<file path="config.mk">
export PLATFORM = sky130hd
export DESIGN_NAME = spi_rgbled
export DESIGN_NICKNAME = d
export VERILOG_FILES = /design/src/rtl/spi_rgbled_pkg.sv /design/src/rtl/spi_rgbled_spi_slave.sv /design/src/rtl/spi_rgbled.sv
export SDC_FILE = /design/constraint.sdc
export NUM_CORES = 1
export LEC_CHECK = 0
export BUFFER_PORTS_ARGS = -buffer_cell sky130_fd_sc_hd__buf_2
export CORE_MARGIN = 1.5
export CORE_UTILIZATION = 60
export DETAILED_ROUTE_END_ITERATION = 8
export PLACE_DENSITY = 0.88
export SYNTH_ARGS = -nofsm -noshare
export SYNTH_HDL_FRONTEND = slang
export SYNTH_SLANG_ARGS = --single-unit
export TNS_END_PERCENT = 10
</file>
<file path="constraint.sdc">
create_clock -name clk -period 3.3 [get_ports clk]
set_input_delay 0 -clock clk [delete_from_list [all_inputs] [get_ports clk]]
set_output_delay 0 -clock clk [all_outputs]
set_load 0.05 [all_outputs]
</file>
<file path="src/rtl/spi_rgbled_pkg.sv">
// Shared constants and bus types for the SPI-controlled RGB LED driver.
package spi_rgbled_pkg;

    localparam int unsigned REG_W      = 8;
    localparam int unsigned ADDR_W     = 2;
    localparam int unsigned CMD_BITS   = 8;
    localparam int unsigned FRAME_BITS = 16;
    localparam int unsigned BIT_CNT_W  = 5;

    // Command byte layout
    localparam int unsigned CMD_RD_BIT   = 7;
    localparam int unsigned CMD_ADDR_MSB = 1;
    localparam int unsigned CMD_ADDR_LSB = 0;

    // CTRL register layout
    localparam int unsigned CTRL_EN_BIT = 0;

    // Register map
    localparam logic [ADDR_W-1:0] ADDR_RED   = ADDR_W'(0);
    localparam logic [ADDR_W-1:0] ADDR_GREEN = ADDR_W'(1);
    localparam logic [ADDR_W-1:0] ADDR_BLUE  = ADDR_W'(2);
    localparam logic [ADDR_W-1:0] ADDR_CTRL  = ADDR_W'(3);

    // PWM period in clk cycles (counter runs 0..PWM_PERIOD-1)
    localparam int unsigned PWM_PERIOD = 255;

    // Register write strobe payload from the SPI slave
    typedef struct packed {
        logic [ADDR_W-1:0] addr;
        logic [REG_W-1:0]  data;
    } spi_wr_t;

endpackage

</file>
<file path="src/rtl/spi_rgbled_spi_slave.sv">
// Mode-0 SPI slave: synchronizes the SPI pins into clk, decodes one 16-bit
// command/data frame per CS window and shifts read data out on MISO.
module spi_slave
    import spi_rgbled_pkg::*;
(
    input  logic              clk,
    input  logic              rst_n,
    input  logic              spi_sclk,
    input  logic              spi_cs_n,
    input  logic              spi_mosi,
    output logic              spi_miso,
    output logic              wr_en_c,
    output spi_wr_t           wr_c,
    output logic [ADDR_W-1:0] rd_addr_o,
    input  logic [REG_W-1:0]  rd_data_i
);

    logic sclk_meta_q, sclk_sync_q, sclk_prev_q;
    logic cs_meta_q, cs_sync_q;
    logic mosi_meta_q, mosi_sync_q;

    logic [BIT_CNT_W-1:0] bit_cnt_q, bit_cnt_d;
    logic [REG_W-2:0]     shift_q, shift_d;
    logic                 cmd_rd_q, cmd_rd_d;
    logic [ADDR_W-1:0]    cmd_addr_q, cmd_addr_d;
    logic                 miso_q, miso_d;
    logic [REG_W-1:0]     miso_sh_q, miso_sh_d;

    logic             sclk_rise, sclk_fall, cs_active;
    logic [REG_W-1:0] rx_byte;

    // Two-flop synchronizers plus one history flop for SCLK edge detection
    always_ff @(posedge clk or negedge rst_n) begin
        if (!rst_n) begin
            sclk_meta_q <= 1'b0;
            sclk_sync_q <= 1'b0;
            sclk_prev_q <= 1'b0;
            cs_meta_q   <= 1'b1;
            cs_sync_q   <= 1'b1;
            mosi_meta_q <= 1'b0;
            mosi_sync_q <= 1'b0;
        end else begin
            sclk_meta_q <= spi_sclk;
            sclk_sync_q <= sclk_meta_q;
            sclk_prev_q <= sclk_sync_q;
            cs_meta_q   <= spi_cs_n;
            cs_sync_q   <= cs_meta_q;
            mosi_meta_q <= spi_mosi;
            mosi_sync_q <= mosi_meta_q;
        end
    end

    assign sclk_rise = sclk_sync_q & ~sclk_prev_q;
    assign sclk_fall = ~sclk_sync_q & sclk_prev_q;
    assign cs_active = ~cs_sync_q;
    // Byte completed by the bit currently on MOSI
    assign rx_byte   = {shift_q, mosi_sync_q};

    // Frame decode: bit counting, command latch, write strobe and MISO shifter
    always_comb begin
        bit_cnt_d  = bit_cnt_q;
        shift_d    = shift_q;
        cmd_rd_d   = cmd_rd_q;
        cmd_addr_d = cmd_addr_q;
        miso_d     = miso_q;
        miso_sh_d  = miso_sh_q;
        wr_en_c    = 1'b0;
        wr_c.addr  = cmd_addr_q;
        wr_c.data  = rx_byte;

        if (!cs_active) begin
            // Idle or aborted frame: restart the count, keep MISO quiet
            bit_cnt_d = '0;
            miso_d    = 1'b0;
        end else begin
            if (sclk_rise && (bit_cnt_q < BIT_CNT_W'(FRAME_BITS))) begin
                bit_cnt_d = bit_cnt_q + BIT_CNT_W'(1);
                shift_d   = rx_byte[REG_W-2:0];
                if (bit_cnt_q == BIT_CNT_W'(CMD_BITS - 1)) begin
                    cmd_rd_d   = rx_byte[CMD_RD_BIT];
                    cmd_addr_d = rx_byte[CMD_ADDR_MSB:CMD_ADDR_LSB];
                end
                if ((bit_cnt_q == BIT_CNT_W'(FRAME_BITS - 1)) && !cmd_rd_q) begin
                    wr_en_c = 1'b1;
                end
            end
            if (sclk_fall) begin
                if (cmd_rd_q && (bit_cnt_q == BIT_CNT_W'(CMD_BITS))) begin
                    miso_d    = rd_data_i[REG_W-1];
                    miso_sh_d = {rd_data_i[REG_W-2:0], 1'b0};
                end else if (cmd_rd_q && (bit_cnt_q > BIT_CNT_W'(CMD_BITS))
                             && (bit_cnt_q < BIT_CNT_W'(FRAME_BITS))) begin
                    miso_d    = miso_sh_q[REG_W-1];
                    miso_sh_d = {miso_sh_q[REG_W-2:0], 1'b0};
                end else begin
                    miso_d = 1'b0;
                end
            end
        end
    end

    // Frame state registers
    always_ff @(posedge clk or negedge rst_n) begin
        if (!rst_n) begin
            bit_cnt_q  <= '0;
            shift_q    <= '0;
            cmd_rd_q   <= 1'b0;
            cmd_addr_q <= '0;
            miso_q     <= 1'b0;
            miso_sh_q  <= '0;
        end else begin
            bit_cnt_q  <= bit_cnt_d;
            shift_q    <= shift_d;
            cmd_rd_q   <= cmd_rd_d;
            cmd_addr_q <= cmd_addr_d;
            miso_q     <= miso_d;
            miso_sh_q  <= miso_sh_d;
        end
    end

    assign spi_miso  = miso_q;
    assign rd_addr_o = cmd_addr_q;

endmodule

</file>
<file path="src/rtl/spi_rgbled.sv">
// SPI-controlled RGB LED driver: register file, PWM counter, shadow duty
// registers and registered LED comparators behind a mode-0 SPI slave.
module spi_rgbled
    import spi_rgbled_pkg::*;
#(
    parameter int unsigned PWM_WIDTH = 8
) (
    input  logic clk,
    input  logic rst_n,
    input  logic spi_sclk,
    input  logic spi_cs_n,
    input  logic spi_mosi,
    output logic spi_miso,
    output logic led_r,
    output logic led_g,
    output logic led_b
);

    // Last counter value before wrapping to zero
    localparam logic [PWM_WIDTH-1:0] CNT_LAST = PWM_WIDTH'(PWM_PERIOD - 1);

    logic              wr_en;
    spi_wr_t           wr;
    logic [ADDR_W-1:0] rd_addr;
    logic [REG_W-1:0]  rd_data;

    logic [REG_W-1:0] red_q, red_d, green_q, green_d, blue_q, blue_d;
    logic             en_q, en_d;

    logic [PWM_WIDTH-1:0] cnt_q, cnt_d;
    logic [PWM_WIDTH-1:0] sh_r_q, sh_r_d, sh_g_q, sh_g_d, sh_b_q, sh_b_d;
    logic                 led_r_q, led_r_d, led_g_q, led_g_d, led_b_q, led_b_d;

    spi_slave u_spi (
        .clk       (clk),
        .rst_n     (rst_n),
        .spi_sclk  (spi_sclk),
        .spi_cs_n  (spi_cs_n),
        .spi_mosi  (spi_mosi),
        .spi_miso  (spi_miso),
        .wr_en_c   (wr_en),
        .wr_c      (wr),
        .rd_addr_o (rd_addr),
        .rd_data_i (rd_data)
    );

    // Register file write decode
    always_comb begin
        red_d   = red_q;
        green_d = green_q;
        blue_d  = blue_q;
        en_d    = en_q;
        if (wr_en) begin
            case (wr.addr)
                ADDR_RED:   red_d   = wr.data;
                ADDR_GREEN: green_d = wr.data;
                ADDR_BLUE:  blue_d  = wr.data;
                ADDR_CTRL:  en_d    = wr.data[CTRL_EN_BIT];
                default:    ;
            endcase
        end
    end

    // Read-back mux; unused CTRL bits read as zero
    always_comb begin
        rd_data = '0;
        case (rd_addr)
            ADDR_RED:   rd_data = red_q;
            ADDR_GREEN: rd_data = green_q;
            ADDR_BLUE:  rd_data = blue_q;
            ADDR_CTRL:  rd_data = {{(REG_W-1){1'b0}}, en_q};
            default:    rd_data = '0;
        endcase
    end

    // PWM counter, period-boundary shadow load and LED compare
    always_comb begin
        cnt_d  = (cnt_q == CNT_LAST) ? '0 : cnt_q + PWM_WIDTH'(1);
        sh_r_d = sh_r_q;
        sh_g_d = sh_g_q;
        sh_b_d = sh_b_q;
        if (cnt_q == '0) begin
            // Registers as they stood before any same-cycle write
            sh_r_d = PWM_WIDTH'(red_q);
            sh_g_d = PWM_WIDTH'(green_q);
            sh_b_d = PWM_WIDTH'(blue_q);
        end
        led_r_d = en_q & (cnt_q < sh_r_d);
        led_g_d = en_q & (cnt_q < sh_g_d);
        led_b_d = en_q & (cnt_q < sh_b_d);
    end

    // Register file, PWM state and output registers
    always_ff @(posedge clk or negedge rst_n) begin
        if (!rst_n) begin
            red_q   <= '0;
            green_q <= '0;
            blue_q  <= '0;
            en_q    <= 1'b0;
            cnt_q   <= '0;
            sh_r_q  <= '0;
            sh_g_q  <= '0;
            sh_b_q  <= '0;
            led_r_q <= 1'b0;
            led_g_q <= 1'b0;
            led_b_q <= 1'b0;
        end else begin
            red_q   <= red_d;
            green_q <= green_d;
            blue_q  <= blue_d;
            en_q    <= en_d;
            cnt_q   <= cnt_d;
            sh_r_q  <= sh_r_d;
            sh_g_q  <= sh_g_d;
            sh_b_q  <= sh_b_d;
            led_r_q <= led_r_d;
            led_g_q <= led_g_d;
            led_b_q <= led_b_d;
        end
    end

    assign led_r = led_r_q;
    assign led_g = led_g_q;
    assign led_b = led_b_q;

endmodule

</file>
==> run_results.csv <==
group,metric,value,unit
outcome,status,"complete, no violations",
sta,setup_viol,0,
sta,finalHoldViolCount,0,
synth,yosysTopAreaCell,"dfrtp_1",
global_routing,antenna_found_initial,0,
worst_hold_path,hp-class,"in2reg",
drt,drt_iter0_markers,157,
power,leakagePower,2.50,nW
placement,placed_area,0.00445,mm²
power,p_per_area,448,mW/mm²
finish,syn_to_final_growth,8.44,%
die,initial_core_util,62.9,%
finish,multi_input_area,0.00192,mm²
clock_tree,numClockSinks,90,
sta,max_slew.worst_pin.slew,1.08,ns
clock_tree,cts-root-buf,"clkbuf_8",
drt,avgViaCountPerCell,5.61,
sta,fmax,360,MHz
die,die_h,88.1,µm
die,rows,30,
global_routing,grt_pass1_vias,2761,
sta,rsz0062_at_grt,"false",
die,fp.coreArea,0.00691,mm²
clock_tree,htreeDepth,3,
synth,synth.net_count,388,
worst_setup_path,crit_required,3.59,ns
drt,routed_wl,8.17,mm
worst_setup_path,crit_type,"reg2reg",
finish,design_area,0.00471,mm²
finish,fill_cells,495,
global_routing,grt_pass1_wl,14.0,mm
sta,finalCritPeriodShare,84.1,%
sta,holdWs,0.277,ns
clock_tree,cts_max_path_buffers,2,
placement,port_buffers,8,
placement,hpwl,5.67,mm
clock_tree,post_cts_resized,0,
sta,skew,0.00831,ns
drt,antenna_left,0,
clock_tree,tritoncts,"yes",
synth,synth.top_cells.by_area,"dfrtp_1 (51%), mux2_2 (9.6%), mux2i_1 (8.1%), ha_1 (7.8%), inv_1 (2.4%)",
worst_setup_path,critPathLaunchType,"flop",
sta,setup-tns-final,0,ns
die,dieWidth,88.1,µm
drt,num_vias,2635,
clock_tree,cts_buffers,9,
synth,syn_area,0.00435,mm²
power,ir_drop,0.000344,V
synth,synth-seq-cells,90,
global_routing,grt_overflow,0,
global_routing,grt_util_all_layers,24.2,%
synth,yosysSeqAreaShare,51.9,%
sta,min_period,2.78,ns
sta,finalMaxSlewViolations,0,
worst_setup_path,endpoint_kind,"flop",
worst_setup_path,cp_max_fo,27,
finish,insertedDiodeCount,0,
finish,final_layout_size_suffix_gt1_share,19.8,%
global_routing,grt_max_degree,91,
synth,synth-edff-count,0,
drt,firstDrtPassIters,4,
finish,fin_util,68.2,%
die,die_area,0.00776,mm²
power,finalPower,0.00211,W
drt,drc,0,
clock_tree,clock_latency,0.36,ns
synth,synth.distinct_cells,37,
synth,ys.flop_type,"dfrtp_1",
synth,synth_cells,356,
finish,register_area,0.00225,mm²
synth,yosys_warnings,0,
synth,synth_top_area_share,50.7,%
run,maxCapViolations,0,
sta,relSlewSlack,27.7,%
finish,nets,401,
die,ios,9,
placement,place_congestion,0.831,
synth,syn_avg_cell_area,12.2,µm²
clock_tree,clkTransAtPathRegs,0.09,ns
synth,async_flop_share,100,%
drt,wl_per_cell,17.4,µm
worst_setup_path,worstPathArrival,3.07,ns
-- routing by layer --
| metal | global-route usage, % | share of wire, % | vias up |
|---|---|---|---|
| li1 | - | - | 1281 |
| met1 | 34.3 | 46 | 1300 |
| met2 | 37.2 | 49 | 42 |
| met3 | 3.77 | 2.8 | 12 |
| met4 | 10.8 | 1.8 | 0 |
| met5 | 0 | 0 | - |
-- sequential cells by signal (all words and copies together) (netlist names), 2 cells and up --
name / count
green_q: 8
u_spi.shift_q: 7
u_spi.bit_cnt_q: 5
red_q: 8
cnt_q: 8
sh_r_q: 8
sh_g_q: 8
u_spi.rd_addr_o: 2
blue_q: 8
u_spi.miso_sh_q: 7
sh_b_q: 8
-- worst max-delay path: stages (launching register included) --
cell	delay, ns
dfrtp_1	0.41
inv_1	0.14
ha_1	0.23
nand3_1	0.07
buf_4	0.39
mux2_2	0.40
inv_1	0.07
ha_1	0.24
nand4_1	0.13
a21oi_1	0.06
a2111oi_0	0.38
o31a_1	0.20
-- metrics by stage --
stage | instances | worst slack (ns)
after CTS | 470 | 0.538
after global routing | 470 | 0.304
after global placement | 450 | 0.714
after detailed placement | 450 | 0.554
final | 470 | 0.524
after floorplan | 356 | 0.605
-- path summary, 6_finish.rpt --
check	slack, ns	startpoint	endpoint	cells past startpoint
setup / recovery	0.52	cnt_q[0]$_DFF_PN0_	led_g$_DFF_PN0_	11
hold / removal	0.28	spi_sclk	u_spi.sclk_meta_q$_DFF_PN0_	2
setup reg to reg	0.52	cnt_q[0]$_DFF_PN0_	led_g$_DFF_PN0_	11
hold reg to reg	0.36	u_spi.cs_meta_q$_DFF_PN1_	u_spi.cs_sync_q$_DFF_PN1_	0
max in group asynchronous	2.22	rst_n	u_spi.bit_cnt_q[4]$_DFFE_PN0P_	2
min in group asynchronous	0.38	rst_n	cnt_q[4]$_DFF_PN0_	2
-- timing repair --
| item | CTS | global route |
|---|---|---|
| buffers inserted | 0 | 0 |
| hold endpoints to repair | 91 | 0 |
| hold buffers | 4 | 0 |
-- final cells by class --
class                   count  area share, %
clock buffers               9           2.63
flip-flops and latches     90           47.8
inverters                  28           2.23
clock inverters             7           2.12
well taps                  96           2.55
multi-input cells         227           40.7
repair buffers             13           1.91
-- layout by cell type (no fill, tap or decap), drive strengths merged, types with 14 or more instances in the layout --
cell and instances:
a21oi 14, dfrtp 88, ha 27, inv 31
mux2 41, mux2i 35, nand2 21, nand3 14
nor2 15, o21ai 17
-- cell usage after synthesis (2+ instances only) --
master,number
a21oi_1,14
inv_1,28
buf_6,3
ha_1,27
nand3b_1,7
o31a_1,2
nand2_1,20
nor2_1,15
nor2b_1,4
dfstp_2,2
nand3b_4,2
a2111oi_0,2
xor2_1,4
dfrtp_1,88
clkbuf_1,5
o21ai_0,17
nand3_1,14
xnor2_1,2
mux2_2,37
mux2i_1,35
mux2_4,4
or3_1,2
buf_2,3
nand4_1,6
-- logic make-up after synthesis --
| logic type | count (synthesis) | share of synthesized area (%) |
|---|---|---|
| flip-flops | 90 | 51.9 |
| AND/OR/NAND/NOR | 79 | 10.6 |
| multiplexers | 77 | 19.6 |
| buffers and inverters | 39 | 3.97 |
| AO/OA/AOI/OAI | 38 | 5.01 |
| adder cells (fa/ha/maj) | 27 | 7.77 |
| XOR/XNOR | 6 | 1.21 |
-- power breakdown --
group          leakage, nW  switching [W]  internal (W)
Sequential            1.21      0.0000567       0.00114
Combinational         1.17      0.0000365     0.0000397
Clock                0.115       0.000401      0.000435
Total                 2.50       0.000495       0.00162
Power figures use the tool's default switching activity.
